## config.mk

```make
export PLATFORM = sky130hd
export DESIGN_NAME = spi_slave_sync
export DESIGN_NICKNAME = d
export VERILOG_FILES = /design/src/rtl/spi_slave_sync.sv
export SDC_FILE = /design/constraint.sdc
export NUM_CORES = 1
export LEC_CHECK = 0
export BUFFER_PORTS_ARGS = -buffer_cell sky130_fd_sc_hd__buf_2
export CORE_MARGIN = 1.5
export CORE_UTILIZATION = 55
export CTS_CLUSTER_SIZE = 28
export DETAILED_ROUTE_END_ITERATION = 12
export GPL_ROUTABILITY_DRIVEN = 0
export PLACE_DENSITY = 0.84
export SETUP_SLACK_MARGIN = 0.4
export SLEW_MARGIN = 20
export SYNTH_ARGS = -nofsm -noshare
export SYNTH_HDL_FRONTEND = slang
export SYNTH_SLANG_ARGS = --single-unit
export TNS_END_PERCENT = 10
```

## constraint.sdc

```tcl
create_clock -name sysclk -period 5.32 [get_ports sysclk]
set_input_delay 0.532 -clock sysclk [delete_from_list [all_inputs] [get_ports sysclk]]
set_output_delay 0.532 -clock sysclk [all_outputs]
set_load 0.1 [all_outputs]
```

## src/rtl/spi_slave_sync.sv

```systemverilog
// -----------------------------------------------------------------------------
// spi_slave_sync
//
// SPI slave that runs entirely on sysclk. SCLK, MOSI and CS are oversampled
// through synchroniser chains and are never used as clocks. Supports any word
// width >= 2, all four CPOL/CPHA modes, a one-deep TX holding register with a
// valid/ready handshake, and underrun / frame-error reporting.
//
// Parameters
//   WIDTH        bits per SPI word (>= 2), MSB first on MOSI and MISO
//   CPOL         SCLK idle level
//   CPHA         0: sample on first edge, shift on second
//                1: shift on first edge, sample on second
//   SYNC_STAGES  synchroniser depth on SCLK/MOSI/CS (>= 2)
//   TX_FILL      word sent when the holding register is empty at a word load
//
// Ports
//   sysclk       fabric clock, all state on its rising edge
//   nReset       asynchronous active-low reset
//   oRx          last complete received word, held until the next completes
//   oRxReady     one-cycle pulse when oRx is updated
//   iTx          word to transmit
//   iTxValid     iTx valid; accepted when iTxValid & oTxReady
//   oTxReady     TX holding register empty
//   oTxUnderrun  one-cycle pulse: a word load found the holding register empty
//   oFrameErr    one-cycle pulse: CS released with a partial word received
//   iSPIClk      SCLK pin (asynchronous)
//   iSPIMOSI     MOSI pin (asynchronous)
//   iSPICS       chip select pin, active low (asynchronous)
//   oSPIMISO     MISO data, 0 while not selected
//   oSPIMisoOe   MISO output enable (frame active)
//
// Optional build macro
//   SPI_SLAVE_PROBE_EN  adds output probe[15:0] =
//       {frame_active, holding_full, underrun_sticky, frame_err_sticky,
//        4'b0, bit_count[7:0]}
//   The sticky bits are cleared only by nReset. Without the macro the port and
//   the sticky flops do not exist and behaviour is otherwise identical.
// -----------------------------------------------------------------------------
module spi_slave_sync #(
    parameter int               WIDTH       = 8,
    parameter int               CPOL        = 0,
    parameter int               CPHA        = 0,
    parameter int               SYNC_STAGES = 2,
    parameter logic [WIDTH-1:0] TX_FILL     = '0
) (
    input  logic             sysclk,
    input  logic             nReset,
    output logic [WIDTH-1:0] oRx,
    output logic             oRxReady,
    input  logic [WIDTH-1:0] iTx,
    input  logic             iTxValid,
    output logic             oTxReady,
    output logic             oTxUnderrun,
    output logic             oFrameErr,
    input  logic             iSPIClk,
    input  logic             iSPIMOSI,
    input  logic             iSPICS,
    output logic             oSPIMISO,
    output logic             oSPIMisoOe
`ifdef SPI_SLAVE_PROBE_EN
    ,
    output logic [15:0]      probe
`endif
);

    localparam int         CNT_W          = $clog2(WIDTH);
    localparam logic [CNT_W-1:0] LAST_BIT = CNT_W'(WIDTH - 1);
    localparam logic       IDLE_CLK       = (CPOL != 0);
    // Data is sampled on the rising SCLK edge when CPOL and CPHA agree.
    localparam logic       SAMPLE_ON_RISE = (CPOL == CPHA);
    localparam logic       SHIFT_FIRST    = (CPHA != 0);

    typedef enum logic {
        ST_IDLE,
        ST_ACTIVE
    } state_t;

    // ------------------------------------------------------------------
    // Pin synchronisers plus one history flop for edge detection
    // ------------------------------------------------------------------
    logic [SYNC_STAGES-1:0] sclk_sync_reg;
    logic [SYNC_STAGES-1:0] mosi_sync_reg;
    logic [SYNC_STAGES-1:0] cs_sync_reg;
    logic                   sclk_hist_reg;
    logic                   cs_hist_reg;

    // The CS chain resets to "selected" (0). A CS pin that is already low
    // when reset is released therefore produces no falling edge; the slave
    // waits for CS to go high and then low again before starting a frame.
    always_ff @(posedge sysclk or negedge nReset) begin
        if (!nReset) begin
            sclk_sync_reg <= {SYNC_STAGES{IDLE_CLK}};
            mosi_sync_reg <= '0;
            cs_sync_reg   <= '0;
            sclk_hist_reg <= IDLE_CLK;
            cs_hist_reg   <= 1'b0;
        end else begin
            sclk_sync_reg <= {sclk_sync_reg[SYNC_STAGES-2:0], iSPIClk};
            mosi_sync_reg <= {mosi_sync_reg[SYNC_STAGES-2:0], iSPIMOSI};
            cs_sync_reg   <= {cs_sync_reg[SYNC_STAGES-2:0], iSPICS};
            sclk_hist_reg <= sclk_sync_reg[SYNC_STAGES-1];
            cs_hist_reg   <= cs_sync_reg[SYNC_STAGES-1];
        end
    end

    logic sclk_s;
    logic mosi_s;
    logic cs_s;
    logic sclk_rise;
    logic sclk_fall;
    logic cs_rise;
    logic cs_fall;

    assign sclk_s    = sclk_sync_reg[SYNC_STAGES-1];
    assign mosi_s    = mosi_sync_reg[SYNC_STAGES-1];
    assign cs_s      = cs_sync_reg[SYNC_STAGES-1];
    assign sclk_rise = sclk_s & ~sclk_hist_reg;
    assign sclk_fall = ~sclk_s & sclk_hist_reg;
    assign cs_rise   = cs_s & ~cs_hist_reg;
    assign cs_fall   = ~cs_s & cs_hist_reg;

    // ------------------------------------------------------------------
    // Protocol state
    // ------------------------------------------------------------------
    state_t           state_reg;
    logic [CNT_W-1:0] count_reg;
    logic [WIDTH-2:0] rx_shift_reg;   // first WIDTH-1 bits of the current word
    logic [WIDTH-1:0] tx_shift_reg;
    logic [WIDTH-1:0] hold_reg;
    logic             hold_full_reg;
    logic [WIDTH-1:0] rx_word_reg;
    logic             rx_ready_reg;
    logic             underrun_reg;
    logic             frame_err_reg;
    logic             miso_reg;
    logic             miso_oe_reg;
    // Next shift edge must load a new word (a word has just completed).
    logic             word_start_reg;
    // CPHA=1 only: next shift edge drives the MSB already loaded at frame start.
    logic             drive_msb_reg;

    logic             cs_edge;
    logic             sample_edge;
    logic             shift_edge;
    logic             frame_start;
    logic             act_sample;
    logic             act_shift;
    logic             load_now;
    logic             tx_accept;
    logic [WIDTH-1:0] load_word;
    logic [WIDTH-1:0] rx_shift_next;

    assign cs_edge     = cs_rise | cs_fall;
    assign sample_edge = SAMPLE_ON_RISE ? sclk_rise : sclk_fall;
    assign shift_edge  = SAMPLE_ON_RISE ? sclk_fall : sclk_rise;

    // CS edges win over an SCLK edge seen in the same cycle.
    assign frame_start = (state_reg == ST_IDLE) & cs_fall;
    assign act_sample  = (state_reg == ST_ACTIVE) & ~cs_edge & sample_edge;
    assign act_shift   = (state_reg == ST_ACTIVE) & ~cs_edge & shift_edge;

    // A word is loaded at frame start and on the shift edge that follows a
    // completed word.
    assign load_now  = frame_start | (act_shift & word_start_reg);
    // Holding register only accepts when empty; a word accepted in the same
    // cycle as a load is not bypassed into the shift register.
    assign tx_accept = iTxValid & ~hold_full_reg;

    always_comb begin
        load_word     = hold_full_reg ? hold_reg : TX_FILL;
        rx_shift_next = {rx_shift_reg, mosi_s};
    end

    always_ff @(posedge sysclk or negedge nReset) begin
        if (!nReset) begin
            state_reg      <= ST_IDLE;
            count_reg      <= '0;
            rx_shift_reg   <= '0;
            tx_shift_reg   <= '0;
            hold_reg       <= '0;
            hold_full_reg  <= 1'b0;
            rx_word_reg    <= '0;
            rx_ready_reg   <= 1'b0;
            underrun_reg   <= 1'b0;
            frame_err_reg  <= 1'b0;
            miso_reg       <= 1'b0;
            miso_oe_reg    <= 1'b0;
            word_start_reg <= 1'b0;
            drive_msb_reg  <= 1'b0;
        end else begin
            rx_ready_reg  <= 1'b0;
            underrun_reg  <= 1'b0;
            frame_err_reg <= 1'b0;

            // Holding register: a load empties it, an accept fills it. Both
            // in the same cycle leave it full with the newly accepted word.
            if (tx_accept) begin
                hold_reg <= iTx;
            end
            if (load_now) begin
                hold_full_reg <= tx_accept;
                tx_shift_reg  <= load_word;
                underrun_reg  <= ~hold_full_reg;
            end else if (tx_accept) begin
                hold_full_reg <= 1'b1;
            end

            case (state_reg)
                ST_IDLE: begin
                    if (cs_fall) begin
                        state_reg      <= ST_ACTIVE;
                        count_reg      <= '0;
                        miso_oe_reg    <= 1'b1;
                        word_start_reg <= 1'b0;
                        drive_msb_reg  <= SHIFT_FIRST;
                        // CPHA=0 presents the MSB before the first SCLK edge;
                        // CPHA=1 waits for the first shift edge.
                        if (!SHIFT_FIRST) begin
                            miso_reg <= load_word[WIDTH-1];
                        end
                    end
                end

                ST_ACTIVE: begin
                    if (cs_rise) begin
                        // Partial RX word and the word in the TX shift
                        // register are dropped; the holding register stays.
                        state_reg      <= ST_IDLE;
                        miso_reg       <= 1'b0;
                        miso_oe_reg    <= 1'b0;
                        count_reg      <= '0;
                        word_start_reg <= 1'b0;
                        drive_msb_reg  <= 1'b0;
                        if (count_reg != '0) begin
                            frame_err_reg <= 1'b1;
                        end
                    end else if (act_sample) begin
                        rx_shift_reg <= rx_shift_next[WIDTH-2:0];
                        if (count_reg == LAST_BIT) begin
                            rx_word_reg    <= rx_shift_next;
                            rx_ready_reg   <= 1'b1;
                            count_reg      <= '0;
                            word_start_reg <= 1'b1;
                        end else begin
                            count_reg <= count_reg + CNT_W'(1);
                        end
                    end else if (act_shift) begin
                        if (drive_msb_reg) begin
                            miso_reg      <= tx_shift_reg[WIDTH-1];
                            drive_msb_reg <= 1'b0;
                        end else if (word_start_reg) begin
                            // tx_shift_reg is loaded by the load_now path above.
                            miso_reg       <= load_word[WIDTH-1];
                            word_start_reg <= 1'b0;
                        end else begin
                            miso_reg     <= tx_shift_reg[WIDTH-2];
                            tx_shift_reg <= {tx_shift_reg[WIDTH-2:0], 1'b0};
                        end
                    end
                end

                default: begin
                    state_reg <= ST_IDLE;
                end
            endcase
        end
    end

    assign oRx         = rx_word_reg;
    assign oRxReady    = rx_ready_reg;
    assign oTxReady    = ~hold_full_reg;
    assign oTxUnderrun = underrun_reg;
    assign oFrameErr   = frame_err_reg;
    assign oSPIMISO    = miso_reg;
    assign oSPIMisoOe  = miso_oe_reg;

`ifdef SPI_SLAVE_PROBE_EN
    logic underrun_sticky_reg;
    logic frame_err_sticky_reg;

    always_ff @(posedge sysclk or negedge nReset) begin
        if (!nReset) begin
            underrun_sticky_reg  <= 1'b0;
            frame_err_sticky_reg <= 1'b0;
        end else begin
            if (underrun_reg) begin
                underrun_sticky_reg <= 1'b1;
            end
            if (frame_err_reg) begin
                frame_err_sticky_reg <= 1'b1;
            end
        end
    end

    assign probe = {(state_reg == ST_ACTIVE), hold_full_reg, underrun_sticky_reg,
                    frame_err_sticky_reg, 4'b0000, 8'(count_reg)};
`endif

endmodule

```

-- Word-level counts from Yosys, hierarchy flattened
Cells that the tools add are included.
Widths: inputs -> output; s select.
- flip-flop bits (word level): 51
- bits of input ports: 14
- output and inout port bits: 14
- logic and storage cells: 104
- add/sub/neg operators: 1
- equal/unequal tests: 9
- muxes and demuxes: 47
- bitwise gates (word level): 20
- reductions and logical operators: 8
- operators by type and width (kind ; number):
    $mux 8 ; 8
    $mux 1 ; 29
    $mux 3 ; 4
    $and 1x1->1 ; 10
    $pmux 1 s2 ; 5
    $ne 4x3->1 const B ; 2
    $not 1->1 ; 8
    $reduce_and 4->1 ; 2
    $ne 3x2->1 const B ; 2
    $pmux 3 s2 ; 1
    $reduce_and 3->1 ; 2
    $ne 2x2->1 const B ; 2
    $ne 4x2->1 const B ; 1
    $reduce_and 2->1 ; 2
    $add 3x1->3 const B ; 1
    $eq 3x3->1 const B ; 1
    $ne 3x3->1 const B ; 1
    $reduce_bool 3->1 ; 1
    $or 1x1->1 ; 2
    $reduce_bool 2->1 ; 1

-- Depth between registers and ports, before layout
- depth in word-level cells: 15
- gate-level depth with buffers: 7
- depth with buffers taken out: 6

-- Least setup slack after synthesis
No wires, ideal clock.
- kind: register to register
- start point: register cs_sync_reg[1]
- end point: register rx_word_reg[0], in the netlist oRx[0]
- library setup time: 0.126 ns
- arrival time: 1.646 ns
- required time: 5.194 ns
- path slack: 3.548 ns
- cell stages (with the launch flop): 8
- buffers on the path: 1
- clock period less this slack: 1.772 ns
- cell sequence: dfrtp_1 inv_1 ha_1 nand4b_4 nor2_4 and2_4 buf_12 mux2_4
- longest elaborated chain between the ends: 7
- elaborated cells between the ends (all ways): 9
- classes of those cells: bitwise (8); reduce/logical (1)
- RTL lines (item ; RTL line ; source):
    start, declared ; 84 ; logic [SYNC_STAGES-1:0] cs_sync_reg;
    start signal, assigned ; 101 ; cs_sync_reg <= {cs_sync_reg[SYNC_STAGES-2:0], iSPICS};
    $not 1->1 ; 121 ; assign cs_fall = ~cs_s & cs_hist_reg;
    $and 1x1->1 ; 121 ;
    $or 1x1->1 ; 154 ; assign cs_edge = cs_rise | cs_fall;
    $not 1->1 ; 160 ; assign act_sample = (state_reg == ST_ACTIVE) & ~cs_edge & sample_edge;
    $and 1x1->1 (2 in series) ; 160 ;
    $reduce_and 4->1 (no source line) (*) ; n/a ;
    end signal, assigned ; 241 ; rx_word_reg <= rx_shift_next;
    end, declared ; 132 ; logic [WIDTH-1:0] rx_word_reg;
Mark *: on every way between the ends. The rest lies on a longest branch, timed or not.
A chain may end at the register's enable or synchronous reset.

-- Worst setup path after layout
- start point: register cs_sync_reg[1]
- end point: register rx_word_reg[4], in the netlist oRx[4]
The elaborated chain is that of the path after synthesis.

==> metrics <==
status finished clean; Max Cap Viol 0; Initial Utilization between 50% and 60%; Reg clk slew, reported paths roughly 0.080 ns; slew margin rel. 56.6%; drt first pass iters 4; Post-DP HPWL 2390 um; post-route ant nets 0; core area approximately 0.0034 mm2; crit path DAT about 2.1 ns; Layout area overhead 14.0%; DRT iter0 DRCs 66; largest net degree at the start of global routing 50; Tot Pwr approximately 1.1 mW; die footprint about 0.004 mm2; commonest non-fill, non-tap cell in the layout dfrtp_1; P per Cell Area about 480 mW/mm2; CTS tree done; port buffer count 27; final setup fails 0; wire length per cell around 14 um; Synth Warn # 0; Final Max Tran Viols 0; crit-path leading delay family simple AND/OR/NAND/NOR gates; fin crit share a little over a third; ANT cells 0; post-synthesis sequential area ratio 60.6%; post-CTS sizing 0; final setup skew 0.00727 ns; root buf cell clkbuf_8; H-tree lvl count 2; clock latency on the worst-skew pair 0.30 ns; Worst path slowest cell dfrtp_1; IO Count 28; CP peak stage delay approximately 0.37 ns; Worst Tran Pin Value between 0.6 and 0.7 ns; grt total ovfl 0; DR vias/cell ~5.3; initial antenna violation count 0; RSZ-0062 raised after global routing no; total clock sinks between 40 and 50; CP Launch Type flop; non-filler cells, final around 230; CTS Hold Bufs 0; number of global-route vias before repair ~1200; Chip Width 63.7 um; Vias approximately 1200; crit path kind flop to flop; Syn Std Cell Area 0.00202 mm2; fin util between 60% and 70%; Pleak approximately 1.1 nW; first-pass GRT wire length ~5600 um; Peak supply drop approximately 0.26 mV; share of cells above drive strength 1 a little over a third; CP Cell Sequence inv_1, ha_1, nand4b_4, nor2_4, and2_4, mux2_4; synthesized area per cell around 13 um2; endpoint class of the critical path flop; Final nets 200; flops & latches, synth 49; Rows 21; Netlist cell types 30; Critical Path Fanout Max 9; Area after DPL ~0.0022 mm2; FF-to-FF setup slack 3.41 ns; GRT Overall Usage between 15 and 20%; Final Hold Fails 0; CP Buf/Inv Count 1; residual DRC count 0; Req. time, crit path between 5 and 6 ns; cts bufs inserted 5; Routed WL ~3200 um; placed cell count 220; Crit path depth 6; cell area after layout roughly 0.0023 mm2; Hold Slack 0.230 ns; final setup TNS 0 ns; R2R depth 6; most frequent cells in the layout dfrtp_1, buf_2, mux2_2, nor2_1; Syn Nets approximately 170; Final WS setup 3.41 ns; min Tclk post-route about 1.9 ns; HP Class input pin to asynchronous set/reset pin; pre-CTS WS about 3.4 ns; maximum buffer depth of the clock tree 2; f_max roughly 520 MHz; die span in y approximately 64 um; Mapped Cells around 150; # Post-CTS Setup Buffers 0
==> final timing paths <==
check                                             end                  startpoint
max                                oRx[4]$_DFFE_PN0P_    cs_sync_reg[1]$_DFF_PN0_
min                          count_reg[2]$_DFFE_PN0P_                      nReset
max reg2reg                        oRx[4]$_DFFE_PN0P_    cs_sync_reg[1]$_DFF_PN0_
min in group sysclk        mosi_sync_reg[0]$_DFF_PN0_                    iSPIMOSI
min reg2reg                sclk_sync_reg[1]$_DFF_PN0_  sclk_sync_reg[0]$_DFF_PN0_
max in group asynchronous  sclk_sync_reg[0]$_DFF_PN0_                      nReset
==> final cells by class <==
type | instances | area (um2)
Sequential cell | 49 | 1230
Fill cell | 265 | 1130
Multi-Input combinational cell | 89 | 719
Timing Repair Buffer | 27 | 138
Clock buffer | 5 | 68.8
Clock inverter | 3 | 65.1
Tap cell | 46 | 57.6
Inverter | 9 | 33.8
==> logic make-up after synthesis <==
family	Yosys count	share of synthesized area, %
flip-flops	49	60.6
multiplexers	24	14.8
adder cells (fa/ha/maj)	5	3.09
buffers and inverters	15	3.89
AND/OR/NAND/NOR	40	10.6
AO/OA/AOI/OAI	20	7.05
==> synth_stat cells <==
library cell	instances	share of area, %
a21boi_0	1	0.37
a21o_1	1	0.37
a21oi_1	4	0.99
a21oi_4	1	0.80
a31o_2	1	0.43
a31oi_1	7	2.2
and2_4	1	0.43
and2b_1	1	0.37
buf_12	1	0.99
buf_2	2	0.49
buf_4	1	0.37
clkbuf_1	2	0.37
dfrtp_1	49	61
ha_1	5	3.1
inv_1	9	1.7
mux2_2	16	8.9
mux2_4	8	5.9
nand2_1	10	1.9
nand3_1	10	2.5
nand3b_1	1	0.37
nand4b_4	1	1.2
nor2_1	12	2.2
nor2_4	1	0.56
nor2b_1	1	0.31
nor3b_1	1	0.37
nor4b_1	1	0.43
o21ai_0	1	0.25
o22a_1	1	0.43
o22ai_1	2	0.62
o22ai_2	1	0.62
==> power by group <==
group	leakage (nW)	switching, mW	internal, mW	total, mW
Clock	0.0681	0.113	0.186	0.299
Combinational	0.447	0.161	0.0965	0.257
Sequential	0.618	0.0748	0.466	0.541
==> routing by layer <==
layer	GRT usage [%]	part of all wire, %	up-vias
li1	-	-	579
met1	21.1	42	597
met2	32.5	52	32
met3	6.07	4.5	5
met4	6.52	1.5	0
met5	0	0	-
No activity file was read; power rests on OpenSTA's default activity.
